[config.mk]
export PLATFORM = sky130hd
export DESIGN_NAME = xcore_mux4_arbiter
export DESIGN_NICKNAME = d
export VERILOG_FILES = /design/src/rtl/xcore_pkg.sv /design/src/rtl/xcore_rr_pick.sv /design/src/rtl/xcore_mux4_arbiter.sv
export SDC_FILE = /design/constraint.sdc
export NUM_CORES = 1
export LEC_CHECK = 0
export ABC_AREA = 1
export ABC_CLOCK_PERIOD_IN_PS = 2400
export BUFFER_PORTS_ARGS = -buffer_cell sky130_fd_sc_hd__buf_2
export CAP_MARGIN = 10
export CORE_AREA = 4 4 60 62
export CTS_BUF_LIST = sky130_fd_sc_hd__clkbuf_2 sky130_fd_sc_hd__clkbuf_4 sky130_fd_sc_hd__clkbuf_8
export DETAILED_ROUTE_END_ITERATION = 8
export DIE_AREA = 0 0 64 66
export PLACE_DENSITY = 0.67
export SYNTH_ARGS = -nofsm -noshare
export SYNTH_HDL_FRONTEND = slang
export SYNTH_SLANG_ARGS = --single-unit
[constraint.sdc]
create_clock -name clk -period 2.4 [get_ports clk]
set_input_delay 0.24 -clock clk [delete_from_list [all_inputs] [get_ports clk]]
set_output_delay 0.24 -clock clk [all_outputs]
set_load 0.05 [all_outputs]
[src/rtl/xcore_pkg.sv]
// rtl/xcore_pkg.sv - shared types and constants for the xcore_mux4 arbiter
package xcore_pkg;

   typedef enum logic [0:0] {
      IDLE  = 1'b0,
      GRANT = 1'b1
   } state_t;

   localparam logic [1:0] SEL_SIG0 = 2'b00;
   localparam logic [1:0] SEL_SIG1 = 2'b01;
   localparam logic [1:0] SEL_SIG2 = 2'b10;
   localparam logic [1:0] SEL_SIG3 = 2'b11;

   localparam int MAX_HOLD_DEF = 8;

   function automatic logic [3:0] onehot4(input logic [1:0] idx);
      onehot4 = 4'b0001 << idx;
   endfunction

endpackage

[src/rtl/xcore_rr_pick.sv]
// rtl/xcore_rr_pick.sv - combinational circular first-request search from a pointer
module xcore_rr_pick
   import xcore_pkg::*;
(
   input  logic [3:0] req,
   input  logic [1:0] ptr,
   input  logic [3:0] excl,
   output logic [1:0] win,
   output logic       found
);

   logic [3:0] masked;
   logic [1:0] idx;

   assign masked = req & ~excl;

   always_comb begin
      win   = SEL_SIG0;
      found = 1'b0;
      idx   = ptr;
      for (int k = 0; k < 4; k++) begin
         idx = ptr + 2'(k);
         if (!found && masked[idx]) begin
            win   = idx;
            found = 1'b1;
         end
      end
   end

endmodule

[src/rtl/xcore_mux4_arbiter.sv]
// rtl/xcore_mux4_arbiter.sv - round-robin arbiter driving the xcore_mux4 select pair
module xcore_mux4_arbiter
   import xcore_pkg::*;
#(
   parameter int MAX_HOLD = MAX_HOLD_DEF,
   parameter int CNT_W    = 8
)(
   input  logic       clk,
   input  logic       rst,
   input  logic [3:0] req,
   output logic [3:0] grant,
   output logic       scl,
   output logic       dir_en,
   output logic       sel_valid,
   output logic       rotate
);

   localparam logic [CNT_W-1:0] HOLD_LAST = CNT_W'(MAX_HOLD - 1);

   state_t           state, state_nxt;
   logic [1:0]       sel, sel_nxt;
   logic [1:0]       ptr, ptr_nxt;
   logic [CNT_W-1:0] hold_cnt, hold_nxt;
   logic             rot_nxt;
   logic [3:0]       grant_nxt;
   logic             valid_nxt;

   logic [1:0]       pick_ptr;
   logic [3:0]       pick_excl;
   logic [1:0]       pick_win;
   logic             pick_found;

   xcore_rr_pick u_pick (
      .req   (req),
      .ptr   (pick_ptr),
      .excl  (pick_excl),
      .win   (pick_win),
      .found (pick_found)
   );

   always_ff @(posedge clk) begin
      if (rst) begin
         state     <= IDLE;
         sel       <= SEL_SIG0;
         ptr       <= 2'd0;
         hold_cnt  <= '0;
         grant     <= 4'b0000;
         sel_valid <= 1'b0;
         rotate    <= 1'b0;
      end else begin
         state     <= state_nxt;
         sel       <= sel_nxt;
         ptr       <= ptr_nxt;
         hold_cnt  <= hold_nxt;
         grant     <= grant_nxt;
         sel_valid <= valid_nxt;
         rotate    <= rot_nxt;
      end
   end

   // The single picker searches from ptr when idle, and from owner+1 excluding the owner otherwise.
   always_comb begin
      state_nxt = state;
      sel_nxt   = sel;
      ptr_nxt   = ptr;
      hold_nxt  = hold_cnt;
      rot_nxt   = 1'b0;
      pick_ptr  = ptr;
      pick_excl = 4'b0000;
      case (state)
         IDLE: begin
            if (pick_found) begin
               state_nxt = GRANT;
               sel_nxt   = pick_win;
               hold_nxt  = '0;
            end
         end
         GRANT: begin
            pick_ptr  = sel + 2'd1;
            pick_excl = onehot4(sel);
            if (!req[sel]) begin
               ptr_nxt  = sel + 2'd1;
               hold_nxt = '0;
               if (pick_found) begin
                  sel_nxt = pick_win;
               end else begin
                  state_nxt = IDLE;
               end
            end else if (hold_cnt == HOLD_LAST) begin
               if (pick_found) begin
                  ptr_nxt  = sel + 2'd1;
                  sel_nxt  = pick_win;
                  hold_nxt = '0;
                  rot_nxt  = 1'b1;
               end
            end else begin
               hold_nxt = hold_cnt + CNT_W'(1);
            end
         end
         default: state_nxt = IDLE;
      endcase
   end

   always_comb begin
      grant_nxt = 4'b0000;
      valid_nxt = 1'b0;
      if (state_nxt == GRANT) begin
         grant_nxt = onehot4(sel_nxt);
         valid_nxt = 1'b1;
      end
   end

   assign scl    = sel[1];
   assign dir_en = sel[0];

endmodule
==> run_results.csv, run 1 <==
group,metric,value,unit
sta,setup_viol,0,
cells_and_area,diodes,0,
floorplanning,io_pins,14,
worst_hold_path,hold_path.class,"input port to flip-flop",
run_status,status,"finished, final reports clean",
floorplanning,initial_core_util,44.7,%
drt,post_drt_wl_per_cell,10.2,um
cells_and_area,num-fill-cells,313,
worst_hold_path,min_from,"rst",
cells_and_area,multi_input_area,876,um2
synthesis,yosysTopAreaCell,"dfxtp_1",
worst_hold_path,hold_depth,2,
clock_tree,holdBufCountCts,0,
clock_tree,clkSlewWorstSetupHoldPaths,100,ps
critical_path,reg2regPathDepth,16,
drt,met1_length,1.42,mm
sta,max_freq,466,MHz
critical_path,path_max_fanout,8,
clock_tree,cts_tree,"built",
synthesis,syn_nets,226,
critical_path,cp.required,2580,ps
drt,drc,0,
synthesis,yosys_warnings,0,
cells_and_area,fin_nets,244,
synthesis,syn-cell-area,1350,um2
grt,grt-ovfl-total,0,
critical_path,reg2reg_from,"sel[0]$_SDFF_PP0_",
critical_path,timing.rr.end,"ptr[0]$_SDFFE_PP0P_",
clock_tree,cts_buffers,3,
grt,grt_usage,14.5,%
flow_run,max-cap-violations,0,
clock_tree,cts.sinks,18,
cells_and_area,layout.cells.non_filler,276,
synthesis,netlist_instances,215,
worst_hold_path,hold_end,"ptr[0]$_SDFFE_PP0P_",
floorplanning,num_rows,20,
sta,rsz0062_at_grt,"no",
drt,antenna_left,0,
floorplanning,dieArea,4220,um2
placement,pre_cts_slack,289,ps
synthesis,ys_types,23,
placement,dp_cells,272,
cells_and_area,drive_gt1_share,23.3,%
synthesis,syn_avg_cell_area,6.29,um2
grt,grt_start_max_net_pins,13,
drt,met3_length,109,um
synthesis,synth_top_area_share,26.6,%
drt,first_pass_iters,4,
sta,relSlewSlack,70.1,%
placement,port-buffer-count,13,
floorplanning,die_x,64,um
critical_path,rrSetupSlack,250,ps
critical_path,crit_type,"flip-flop to flip-flop",
sta,fin_skew,3.77,ps
drt,routed_wl,2.80,mm
sta,worst_pin_slew,448,ps
clock_tree,clockBufferDepth,2,
power,vdd_drop_max,0.636,mV
placement,place.gp.congestion,0.878,
drt,viasPerCell,4.61,
grt,antenna_found_initial,0,
cells_and_area,seq_area,362,um2
critical_path,crit_arrival,2330,ps
sta,slew_violations,0,
sta,min_period,2150,ps
floorplanning,fp.dieH,66,um
drt,first_iter_violations,57,
clock_tree,insertion_delay,290,ps
drt,wl_met2,1.25,mm
clock_tree,htreeDepth,1,
power,p_leak,0.784,nW
grt,first_global_vias,1136,
sta,finalCritPeriodShare,89.5,%
critical_path,endpoint_kind,"flip-flop",
synthesis,synthTopCellsByArea,"dfxtp_1 (27%), nand2_1 (21%), nand2_2 (8.3%)",
synthesis,yosysSeqAreaShare,26.6,%
sta,worst_slack,252,ps
sta,hold_viol,0,
clock_tree,root_buffer,"clkbuf_4",
cells_and_area,fin_util,49.9,%
sta,fin_setup_tns,0,ps
drt,vias,1273,
clock_tree,post_cts_buffers,0,
grt,grt_first_pass_wirelength,4.91,mm
cells_and_area,syn_to_final_growth,11.7,%
critical_path,critPathLaunchType,"flip-flop",
placement,hpwl,2.28,mm
power,powerDensity,1490,nW/um2
drt,dr.max_layer_used,"met4",
clock_tree,cts_resized,0,
floorplanning,coreArea,3030,um2
synthesis,ys_ff_latch,18,
[synth_stat cells]
library cell,count
a21boi_0,1
nand2_2,18
ha_1,5
clkbuf_1,1
nand3_1,12
o21ai_1,2
inv_1,25
xor2_1,2
nand2_1,75
o21ai_0,8
nor2_1,9
inv_2,2
o21ai_2,1
a21oi_2,1
buf_6,1
nor2_4,1
a21oi_1,14
nand4_1,2
dfxtp_1,18
nand2_4,7
o211ai_1,2
nor3_1,4
nor2_2,4
[final cells by class]
cell class	instances	area share, %
multi-input cells	168	58.0
repair buffers	15	5.30
clock buffers	4	2.40
inverters	27	6.71
flip-flops and latches	18	23.9
well taps	44	3.65
[where the power goes]
part           internal (mW)  total [mW]  switching (mW)
Clock                 0.0924       0.184          0.0912
Sequential             0.363       0.427          0.0635
Combinational          0.492        1.64            1.15
[worst max-delay path by stage]
| stage | depth (start not counted) | to | slack (ps) | from |
|---|---|---|---|---|
| 2_1_floorplan | 16 | ptr[0]$_SDFFE_PP0P_ | 30 | sel[1]$_SDFF_PP0_ |
| 3_3_place_gp | 16 | ptr[0]$_SDFFE_PP0P_ | 270 | sel[0]$_SDFF_PP0_ |
| 3_5_place_dp | 16 | ptr[0]$_SDFFE_PP0P_ | 290 | sel[0]$_SDFF_PP0_ |
| 4_1_cts | 16 | ptr[0]$_SDFFE_PP0P_ | 270 | sel[0]$_SDFF_PP0_ |
| 5_1_grt | 16 | ptr[0]$_SDFFE_PP0P_ | 40 | sel[0]$_SDFF_PP0_ |
| 6_report | 16 | ptr[0]$_SDFFE_PP0P_ | 250 | sel[0]$_SDFF_PP0_ |
[metal layers]
layer / global-route usage, % / vias up
li1: - / 705
met1: 19.3 / 538
met2: 22.8 / 28
met3: 2.38 / 2
met4: 6.74 / 0
met5: 0 / -
[metrics by stage]
stage,cell area [um2],power (mW),hold WS [ps]
floorplan,1350,1.79,317
global placement,1470,2.08,465
detailed placement,1470,2.08,467
CTS,1510,2.27,256
global route,1510,2.47,263
finish,1510,2.25,273
[kinds of logic (layout without fill, tap and decap cells)]
| family | count (synthesis) | after routing | share of synthesized area (%) |
|---|---|---|---|
| simple gates | 132 | 132 | 47.0 |
| compound gates | 29 | 29 | 11.8 |
| buf+inv | 29 | 46 | 8.60 |
| flops | 18 | 18 | 26.6 |
| fa+ha+maj | 5 | 5 | 4.63 |
| xor+xnor | 2 | 2 | 1.30 |
[cells in the final DEF, fill, tap and decap left out]
cell,instances
clkbuf_4,3
nor3_1,4
nand2_2,18
xor2_1,2
dfxtp_1,17
inv_1,25
nand2_4,7
nor2_4,1
a21boi_0,1
a21oi_2,1
clkbuf_8,1
o21ai_1,2
nand4_1,2
buf_4,2
o21ai_2,1
inv_2,2
nor2_1,9
nand2_1,75
o211ai_1,2
a21oi_1,14
dfxtp_2,1
nor2_2,4
ha_1,5
o21ai_0,8
nand3_1,12
buf_2,13
[sequential cells by signal, indices dropped and copies added (netlist names)]
| name | flops |
|---|---|
| hold_cnt | 8 |
| grant | 4 |
| ptr | 2 |
| sel | 2 |
| rotate | 1 |
| sel_valid | 1 |
[worst max-delay path, cell delays in order (launching register included)]
cell and delay, ps:
dfxtp_2 400, inv_1 130, ha_1 310, nand2_1 60, nand2_1 140, nand2_1 120
nand2_2 80, nand2_1 90, nand2_1 60, nor2_2 170, nand2_4 120, nand2_4 90
nand2_2 60, nand2_1 70, nand2_1 60, nand2_1 50, nor2_1 40
(Power assumes the default switching activity.)
==> run 2, diff against run 1 <==
--- a/config.mk
+++ b/config.mk
@@ -5,15 +5,14 @@
 export SDC_FILE = /design/constraint.sdc
 export NUM_CORES = 1
 export LEC_CHECK = 0
-export ABC_AREA = 1
 export ABC_CLOCK_PERIOD_IN_PS = 2400
 export BUFFER_PORTS_ARGS = -buffer_cell sky130_fd_sc_hd__buf_2
 export CAP_MARGIN = 10
-export CORE_AREA = 4 4 60 62
+export CORE_AREA = 4 4 53 55
 export CTS_BUF_LIST = sky130_fd_sc_hd__clkbuf_2 sky130_fd_sc_hd__clkbuf_4 sky130_fd_sc_hd__clkbuf_8
 export DETAILED_ROUTE_END_ITERATION = 8
-export DIE_AREA = 0 0 64 66
-export PLACE_DENSITY = 0.67
+export DIE_AREA = 0 0 57 59
+export PLACE_DENSITY = 0.68
 export SYNTH_ARGS = -nofsm -noshare
 export SYNTH_HDL_FRONTEND = slang
 export SYNTH_SLANG_ARGS = --single-unit
==> run_results.csv, run 2 <==
group,metric,value,unit
critical_path,critPathLaunchType,"flip-flop",
synthesis,yosysMostFrequentCell,"nor2_1",
drt,vias,899,
floorplanning,initial_core_util,42.3,%
critical_path,timing.rr.end,"grant[2]$_SDFF_PP0_",
floorplanning,coreArea,2390,um2
clock_tree,cts_tree,"built",
cells_and_area,design_area,1140,um2
drt,first_pass_iters,4,
critical_path,reg2regPathDepth,7,
critical_path,path_max_fanout,7,
synthesis,synth-compound-area-share,22.2,%
run_status,status,"finished, final reports clean",
cells_and_area,final_common_cell,"nor2_1",
floorplanning,dieArea,3360,um2
synthesis,netlist_instances,120,
synthesis,synthFlopType,"dfxtp_1",
clock_tree,clkSlewWorstSetupHoldPaths,110,ps
sta,worst_pin_slew,450,ps
critical_path,crit_arrival,2370,ps
cells_and_area,drive_gt1_share,20.9,%
power,comb_power_share,33.0,%
synthesis,yosysTopAreaCell,"dfxtp_1",
power,p_clk_share,23.6,%
clock_tree,root_buffer,"clkbuf_4",
clock_tree,clockBufferDepth,2,
grt,antenna_found_initial,0,
cells_and_area,diodes,0,
synthesis,synthTopCellsByArea,"dfxtp_1 (36%), nor2_1 (7.1%), ha_1 (6.2%)",
critical_path,cp.required,2610,ps
drt,routed_wl,2.10,mm
cells_and_area,num-fill-cells,256,
cells_and_area,final_cell_mix,"nor2_1 (19), dfxtp_1 (16), buf_2 (13)",
sta,rsz0062_at_grt,"no",
sta,max_freq,463,MHz
sta,fin_setup_tns,0,ps
synthesis,synthArstFlopShare,0,%
power,p_seq_share,43.3,%
sta,setup_viol,0,
synthesis,synth_edf_count,0,
critical_path,crit_type,"flip-flop to flip-flop",
drt,viasPerCell,5.48,
cells_and_area,syn_to_final_growth,12.8,%
floorplanning,die_x,57,um
synthesis,syn_avg_cell_area,8.41,um2
floorplanning,fp.dieH,59,um
placement,place_area,1100,um2
synthesis,yosys_warnings,0,
drt,antenna_left,0,
placement,place.gp.congestion,0.807,
synthesis,synth_top_family_by_area,"simple AND/OR/NAND/NOR gates",
floorplanning,num_rows,18,
drt,first_iter_violations,22,
sta,fin_skew,7.95,ps
power,p_sw,294,uW
synthesis,yosysSeqAreaShare,35.7,%
clock_tree,insertion_delay,300,ps
drt,drc,0,
worst_hold_path,hold_depth,2,
clock_tree,cts.sinks,18,
critical_path,reg2reg_from,"sel[0]$_SDFF_PP0_",
grt,grt-ovfl-total,0,
placement,pre_cts_slack,171,ps
clock_tree,cts_buffers,3,
cells_and_area,largest_registers,"hold_cnt (8), grant (4)",
drt,post_drt_wl_per_cell,12.8,um
worst_hold_path,hold_path.class,"input port to flip-flop",
cells_and_area,largest_register_ffs,8,
worst_hold_path,min_from,"rst",
cells_and_area,fin_nets,146,
grt,first_global_vias,933,
power,vdd_drop_max,0.462,mV
cells_and_area,top_register,"hold_cnt",
synthesis,synthXorXnorAreaFrac,0,%
clock_tree,cts_resized,0,
power,intPower,511,uW
flow_run,max-cap-violations,0,
synthesis,ys_ff_latch,18,
sta,worst_slack,238,ps
synthesis,ys_types,39,
synthesis,synth_top_area_share,35.7,%
floorplanning,io_pins,14,
power,p_leak,0.494,nW
worst_hold_path,hold_end,"ptr[0]$_SDFFE_PP0P_",
synthesis,syn_nets,131,
clock_tree,post_cts_buffers,0,
clock_tree,holdBufCountCts,0,
grt,grt_usage,15.1,%
critical_path,endpoint_kind,"flip-flop",
synthesis,synthSimpleGateAreaFrac,27.1,%
synthesis,yosys.area_share.adder,6.20,%
sta,finalCritPeriodShare,90.1,%
sta,hold_viol,0,
power,powerDensity,707,nW/um2
placement,port-buffer-count,13,
clock_tree,htreeDepth,1,
grt,grt_start_max_net_pins,17,
synthesis,synth_common_cells,"nor2_1 (19), dfxtp_1 (18), a21oi_1 (9)",
grt,grt_first_pass_wirelength,3.99,mm
sta,relSlewSlack,69.9,%
synthesis,syn-cell-area,1010,um2
placement,hpwl,1.61,mm
power,swShare,36.5,%
critical_path,rrSetupSlack,240,ps
sta,slew_violations,0,
synthesis,synthMuxAreaShare,5.33,%
sta,min_period,2160,ps
[run 2: cell count changes after synthesis, moves of 7 or more]
cell / change
nand2_1: -69
inv_1: -19
nand2_2: -17
nand3_1: -11
nor2_1: +10
nand2_4: -7
[run 2: metal layers]
metal	wire length (um)	vias up	global-route usage, %
li1	-	461	-
met1	954	412	18.7
met2	1010	21	24.6
met3	83	5	2.83
met4	49	0	8.94
met5	0	-	0
[run 2: kinds of logic (layout without fill, tap and decap cells)]
kind of cell,Yosys count,after routing
AOI/OAI and AO/OA,33,33
and+or+nand+nor,51,51
adders and majority gates,5,5
buffers and inverters,9,23
DFF,18,18
muxes,4,4
[run 2: layout make-up]
| cell class | count | area (um2) | area share, % |
|---|---|---|---|
| Multi-Input combinational cell | 93 | 614 | 54.0 |
| Tap cell | 30 | 37.5 | 3.30 |
| Clock buffer | 4 | 36.3 | 3.19 |
| Sequential cell | 18 | 363 | 31.9 |
| Inverter | 6 | 22.5 | 1.98 |
| Timing Repair Buffer | 13 | 65.1 | 5.71 |
[run 2: worst max path at each step]
stage                      startpoint             endpoint  slack [ps]
floorplan           sel[1]$_SDFF_PP0_  grant[0]$_SDFF_PP0_           6
global placement    sel[1]$_SDFF_PP0_  grant[0]$_SDFF_PP0_         250
detailed placement  sel[1]$_SDFF_PP0_  grant[2]$_SDFF_PP0_         170
CTS                 sel[1]$_SDFF_PP0_  grant[2]$_SDFF_PP0_         150
global route        sel[0]$_SDFF_PP0_  grant[2]$_SDFF_PP0_          70
finish              sel[0]$_SDFF_PP0_  grant[2]$_SDFF_PP0_         240
[run 2: per-stage QoR]
| step | power [mW] | util (%) | instances | hold WS, ps |
|---|---|---|---|---|
| after floorplan | 0.562 | - | 120 | 319 |
| after global placement | 0.615 | 46.1 | 160 | 482 |
| after detailed placement | 0.621 | 46.1 | 160 | 502 |
| after CTS | 0.813 | 47.6 | 164 | 264 |
| after global routing | 0.854 | 47.7 | 164 | 286 |
| final | 0.805 | 47.7 | 164 | 265 |
[run 2: critical path, stage by stage, from the launching register on]
cell	delay (ps)
dfxtp_2	400
inv_1	110
ha_1	320
a21oi_1	260
mux2_2	370
a222oi_1	260
o2bb2ai_1	180
nor2b_1	160
[run 2: power groups by stage]
stage                     logic [mW]  clock network, mW  registers [mW]
final                          0.266              0.190           0.349
after global routing           0.294              0.206           0.354
after CTS                      0.267              0.197           0.349
after detailed placement       0.266                  0           0.355
after global placement         0.262                  0           0.354
after floorplan                0.148                  0           0.414
